--- config.mk ---
export PLATFORM = sky130hd
export DESIGN_NAME = fifo_drain
export DESIGN_NICKNAME = d
export VERILOG_FILES = /design/src/rtl/fifo_pkg.sv /design/src/rtl/fifo_drain_out_skid_buf.sv /design/src/rtl/fifo_drain.sv
export SDC_FILE = /design/constraint.sdc
export NUM_CORES = 1
export LEC_CHECK = 0
export CORE_MARGIN = 2
export CORE_UTILIZATION = 40
export DETAILED_ROUTE_END_ITERATION = 7
export GPL_ROUTABILITY_DRIVEN = 0
export GPL_TIMING_DRIVEN = 0
export PLACE_DENSITY = 0.68
export SLEW_MARGIN = 10
export SYNTH_ARGS = -nofsm -noshare
export SYNTH_HDL_FRONTEND = slang
export SYNTH_SLANG_ARGS = --single-unit
--- constraint.sdc ---
create_clock -name clk -period 2.2 [get_ports clk]
set_clock_uncertainty 0.1 [all_clocks]
set_input_delay 0.55 -clock clk [delete_from_list [all_inputs] [get_ports clk]]
set_output_delay 0.55 -clock clk [all_outputs]
set_load 0.01 [all_outputs]
--- src/rtl/fifo_pkg.sv ---
// fifo_pkg: definitions shared by the FIFO consumer stage.
//   DATA_WIDTH_DEFAULT : default FIFO word width
//   OUT_DEPTH          : number of entries in the output buffer
//   state_t            : read-sequencer states (ST_IDLE, ST_RD, ST_CAP)
//   in_flight()        : true while a FIFO read is issued but not yet captured
package fifo_pkg;

  localparam int DATA_WIDTH_DEFAULT = 8;
  localparam int OUT_DEPTH          = 2;

  typedef enum logic [1:0] {
    ST_IDLE = 2'd0,
    ST_RD   = 2'd1,
    ST_CAP  = 2'd2
  } state_t;

  // A read occupies a buffer slot from the moment it is issued (RD) until
  // the word lands in the buffer at the end of CAP.
  function automatic logic in_flight(input state_t s);
    return (s == ST_RD) || (s == ST_CAP);
  endfunction

endpackage

--- src/rtl/fifo_drain_out_skid_buf.sv ---
// out_skid_buf: 2-entry circular output buffer.
// Ports:
//   clk, Reset     : clock, synchronous active-low reset
//   push/push_data : write one word at the tail
//   pop            : retire the head word (ignored when empty)
//   occupancy      : number of stored words (0..2)
//   out_valid      : buffer holds at least one word
//   out_data       : head word, driven straight from storage registers
module out_skid_buf
  import fifo_pkg::*;
#(
  parameter int DATA_WIDTH = DATA_WIDTH_DEFAULT
) (
  input  logic                  clk,
  input  logic                  Reset,
  input  logic                  push,
  input  logic [DATA_WIDTH-1:0] push_data,
  input  logic                  pop,
  output logic [1:0]            occupancy,
  output logic                  out_valid,
  output logic [DATA_WIDTH-1:0] out_data
);

  logic [DATA_WIDTH-1:0] entry_reg [OUT_DEPTH];
  logic [OUT_DEPTH-1:0]  wr_en;
  logic                  head_reg;
  logic                  tail_reg;
  logic [1:0]            count_reg;
  logic                  do_pop;

  assign do_pop = pop && (count_reg != 2'd0);

  genvar gi;
  generate
    for (gi = 0; gi < OUT_DEPTH; gi++) begin : g_wr
      assign wr_en[gi] = push && (tail_reg == 1'(gi));
    end
  endgenerate

  always_ff @(posedge clk) begin
    if (!Reset) begin
      for (int i = 0; i < OUT_DEPTH; i++) entry_reg[i] <= '0;
      head_reg  <= 1'b0;
      tail_reg  <= 1'b0;
      count_reg <= 2'd0;
    end else begin
      for (int i = 0; i < OUT_DEPTH; i++) begin
        if (wr_en[i]) entry_reg[i] <= push_data;
      end
      if (push)   tail_reg <= ~tail_reg;
      if (do_pop) head_reg <= ~head_reg;
      // Simultaneous push and pop leaves the count unchanged.
      case ({push, do_pop})
        2'b10:   count_reg <= count_reg + 2'd1;
        2'b01:   count_reg <= count_reg - 2'd1;
        default: count_reg <= count_reg;
      endcase
    end
  end

  assign occupancy = count_reg;
  assign out_valid = (count_reg != 2'd0);
  assign out_data  = entry_reg[head_reg];

  // The read sequencer reserves space before issuing, so a push never
  // meets a full buffer.
  a_no_push_when_full: assert property (@(posedge clk) disable iff (!Reset)
    !(push && count_reg == 2'd2));

endmodule

--- src/rtl/fifo_drain.sv ---
// fifo_drain: consumer stage that pops words from a FIFO with one-cycle read
// latency and re-presents them on a valid/ready interface.
// Ports:
//   clk, Reset       : clock, synchronous active-low reset (priority over Enable)
//   Enable           : global enable; low freezes all state and blocks reads
//   FIFO_data_out    : FIFO read data, valid the cycle after read_enable
//   FIFO_empty       : FIFO empty flag
//   read_enable      : pop request to the FIFO
//   out_data         : head word of the output buffer
//   out_valid        : out_data holds a valid word
//   out_ready        : downstream accepts out_data this cycle
//   words_delivered  : wrapping count of completed output handshakes
module fifo_drain
  import fifo_pkg::*;
#(
  parameter int DATA_WIDTH = DATA_WIDTH_DEFAULT,
  parameter int CNT_WIDTH  = 16
) (
  input  logic                  clk,
  input  logic                  Reset,
  input  logic                  Enable,
  input  logic [DATA_WIDTH-1:0] FIFO_data_out,
  input  logic                  FIFO_empty,
  output logic                  read_enable,
  output logic [DATA_WIDTH-1:0] out_data,
  output logic                  out_valid,
  input  logic                  out_ready,
  output logic [CNT_WIDTH-1:0]  words_delivered
);

  state_t               state_reg, state_next;
  logic [CNT_WIDTH-1:0] cnt_reg;
  logic [1:0]           occupancy;
  logic [1:0]           occ_after_pop;
  logic                 handshake;
  logic                 buf_push;
  logic                 space_ok;

  // Buffer and counter only move while enabled.
  assign handshake = out_valid && out_ready && Enable;
  assign buf_push  = (state_reg == ST_CAP) && Enable;

  // Room for one more read: words held after this cycle's pop plus the read
  // already in flight must leave at least one free slot.
  assign occ_after_pop = occupancy - {1'b0, handshake};
  assign space_ok      = (occ_after_pop + {1'b0, in_flight(state_reg)}) < 2'd2;

  always_ff @(posedge clk) begin
    if (!Reset) begin
      state_reg <= ST_IDLE;
      cnt_reg   <= '0;
    end else if (Enable) begin
      state_reg <= state_next;
      if (handshake) cnt_reg <= cnt_reg + CNT_WIDTH'(1);
    end
  end

  always_comb begin
    state_next  = state_reg;
    read_enable = 1'b0;
    case (state_reg)
      ST_IDLE: begin
        if (!FIFO_empty && space_ok) state_next = ST_RD;
      end
      ST_RD: begin
        read_enable = Enable;
        state_next  = ST_CAP;
      end
      ST_CAP: begin
        // FIFO_empty already reflects the pop issued in RD.
        state_next = (!FIFO_empty && space_ok) ? ST_RD : ST_IDLE;
      end
      default: state_next = ST_IDLE;
    endcase
  end

  out_skid_buf #(
    .DATA_WIDTH(DATA_WIDTH)
  ) u_buf (
    .clk       (clk),
    .Reset     (Reset),
    .push      (buf_push),
    .push_data (FIFO_data_out),
    .pop       (handshake),
    .occupancy (occupancy),
    .out_valid (out_valid),
    .out_data  (out_data)
  );

  assign words_delivered = cnt_reg;

  a_no_back_to_back: assert property (@(posedge clk) disable iff (!Reset)
    read_enable |=> !read_enable);
  a_no_read_when_empty: assert property (@(posedge clk) disable iff (!Reset)
    !(read_enable && FIFO_empty));

endmodule
==> results of run 1 <==
## repair_timing
item	4_1_cts	5_1_grt
gates resized for setup	12	6
buffers inserted	2	1
setup endpoints to repair	21	9
pin swaps	2	0
## cell type report
cell class	count	area, um^2
clock inverters	1	5.00
plain buffers	3	21.3
clock buffers	7	76.3
well taps	52	65.1
fillers	418	1960
flip-flops and latches	39	946
repair buffers	41	407
inverters	9	33.8
multi-input cells	114	810
## metrics by stage
step	power, uW	area (um^2)	hold WS, ns	util
after detailed placement	881	2220	0.392	0.513
after CTS	1330	2350	0.385	0.543
after global placement	879	2220	0.378	0.513
final	1320	2360	0.386	0.547
after global routing	1370	2360	0.403	0.547
after floorplan	830	1770	0.368	-
## Yosys cell counts
master	n	share of area
dfxtp_1	23	0.26
a21oi_1	7	0.020
nand4_1	2	0.0071
a31oi_1	1	0.0035
nand2_1	11	0.023
o211ai_2	1	0.0071
nand4_2	1	0.0071
edfxtp_1	16	0.27
o21ai_0	6	0.017
and2_1	9	0.032
or3_1	7	0.025
or3_4	1	0.0064
nand2b_1	1	0.0035
clkbuf_1	4	0.0085
nand3b_1	1	0.0042
ha_1	8	0.056
xor2_1	4	0.020
and4_1	1	0.0049
mux2i_1	1	0.0056
xnor2_1	11	0.054
or4_1	2	0.0085
nor3_1	2	0.0056
inv_1	8	0.017
o31ai_1	2	0.0085
a21o_1	1	0.0042
nor4b_1	1	0.0049
mux2_2	8	0.051
nor2_1	16	0.034
nand3_1	5	0.014
nor4_1	3	0.011
clkinv_1	1	0.0021
or2_2	1	0.0035
## tightest hold or removal path: cells and delay by family (launching register included)
family	cells	cell delay [ns]
multiplexers	1	0.06
AND/OR/NAND/NOR	1	0.05
flip-flops	1	0.33
## how the worst max path moves through the flow
stage / startpoint / to / slack, ns
after CTS: Enable / read_enable / 0.01
final: register / out_data[2] / 0.05
after global routing: register / out_data[2] / -0.0005
after global placement: Enable / state_reg[1] / -0.77
after detailed placement: Enable / state_reg[1] / -0.75
after floorplan: Enable / state_reg[1] / 0.003
## power groups by stage
stage | Clock [uW] | Combinational, uW | Sequential [uW]
after detailed placement | 0 | 91.5 | 789
after floorplan | 0 | 42.5 | 787
final | 453 | 94.5 | 772
after global placement | 0 | 90.8 | 788
after CTS | 465 | 97.2 | 773
after global routing | 494 | 104 | 774
## metal layers
metal	GRT usage	part of all wire
met3	0.0499	0.033
met1	0.173	0.45
met2	0.244	0.50
met4	0.0692	0.023
met5	0	0
## kinds of logic after synthesis
group | synth area share
AO/OA/AOI/OAI | 0.0600
XOR/XNOR | 0.0741
adder cells (fa/ha/maj) | 0.0565
buffers and inverters | 0.0275
flip-flops | 0.531
multiplexers | 0.0565
AND/OR/NAND/NOR | 0.194
==> results.txt, run 1 <==
Status = finished clean
Initial antenna violation count = 0
Pwr/cell area = 558 nW/um^2
Number of antenna diodes = 0
Dpl cells = 256
First-pass GRT wire length = 5730 um
Nets = 234
Final worst setup slack = 0.0533 ns
WS Path Type = register to output port
Initial DRC count = 77
Clock share of power = 0.343
Comb power frac = 0.072
Num ports = 39
Worst R2R Path Depth = 8
Most frequent cells in the layout = clkdlybuf4s50_1, dfxtp_1, nor2_1, edfxtp_1
Final count of pins violating max slew = 0
Hold buffers post-CTS = 0
Synth Net Count = 187
CP max stage delay = 0.47 ns
Hpwl dp = 2510 um
LEAKAGE = 0.000899 uW
Critical-path top delay cell = clkdlybuf4s50_1
CTS Buf Count = 5
Hold Path End = state_reg[1]
IO Port Bufs = 38
Final worst path period share = 0.976
Share of cells above drive strength 1 = 0.131
RR Startpoint = u_buf.occupancy[1]
Setup violators final = 0
Fin. Hold Viols = 0
Mapped Avg Cell Area = 10.7 um^2
Worst-path clk slew = 0.07 ns
Synthesized area = 1770 um^2
Crit Path Max Fanout = 8
H-tree depth = 2
Buf/Inv on CP = 1
Sw power = 281 uW
Yosys cell types = 32
DRC viols = 0
Area growth syn-to-layout = 33.4%
Critical path required time = 1.55 ns
Switching fraction of total power = 0.213
RR Endpoint = state_reg[1]
Post-route non-filler standard cell count = 266
Maximum root-to-sink buffer count = 2
Die height = 70.6 um
CTS root buf = clkbuf_8
Row count = 24
Via count = 1352
Total track usage = 0.147
Slew margin rel. = 0.483
Number of synthesized register bits = 39
DR vias/cell = 5.08
Fin Setup TNS = 0 ns
Ys Warns = 0
Critical Path End Type = output port
Die area = 4980 um^2
Worst EP arrival = 1.50 ns
Clk_lat worst skew = 0.29 ns
Drt pass-1 iters = 4
Number of global-route vias before repair = 1301
Worst Hold Launch = state_reg[1]
Core area = 4320 um^2
Drt wl/cell = 12.8 um
CP delay by family, top = buffers and inverters
Post-layout minimum cycle time = 2.15 ns
Max Cap Viol = 0
Seq/Total Area, Yosys = 0.531
Congestion Overflow GR = 0
Cell Chain, Critical Path = mux2_2, clkdlybuf4s50_1
Seq pwr share = 0.585
Internal power = 1040 uW
Hold Path Stages = 2
CTS sink cnt = 39
CP Depth = 2
Synth Instances = 166
Final ANT Viol Nets = 0
Setup slack at placement = -0.754 ns
Type of the tightest min-delay check = register to register
CTS tree = yes
Total Routed Length = 3420 um
Maximum VDD drop = 0.360 mV
Commonest non-fill, non-tap cell in the layout = clkdlybuf4s50_1
Startpoint types = register
Fmax = 0.466 GHz
Largest net degree at the start of global routing = 12
Worst R2R Setup Slack = 0.11 ns
Die Wd = 70.6 um
Starting Density = 0.410
Least-Margin Pin Slew = 0.770 ns
Power figures use the tool's default switching activity.
==> run 2: changes to the inputs <==
Settings changed: CTS_CLUSTER_SIZE set to 16.
==> results of run 2 <==
Same layout as run 1: the final DEF is identical, and so are final timing and power.
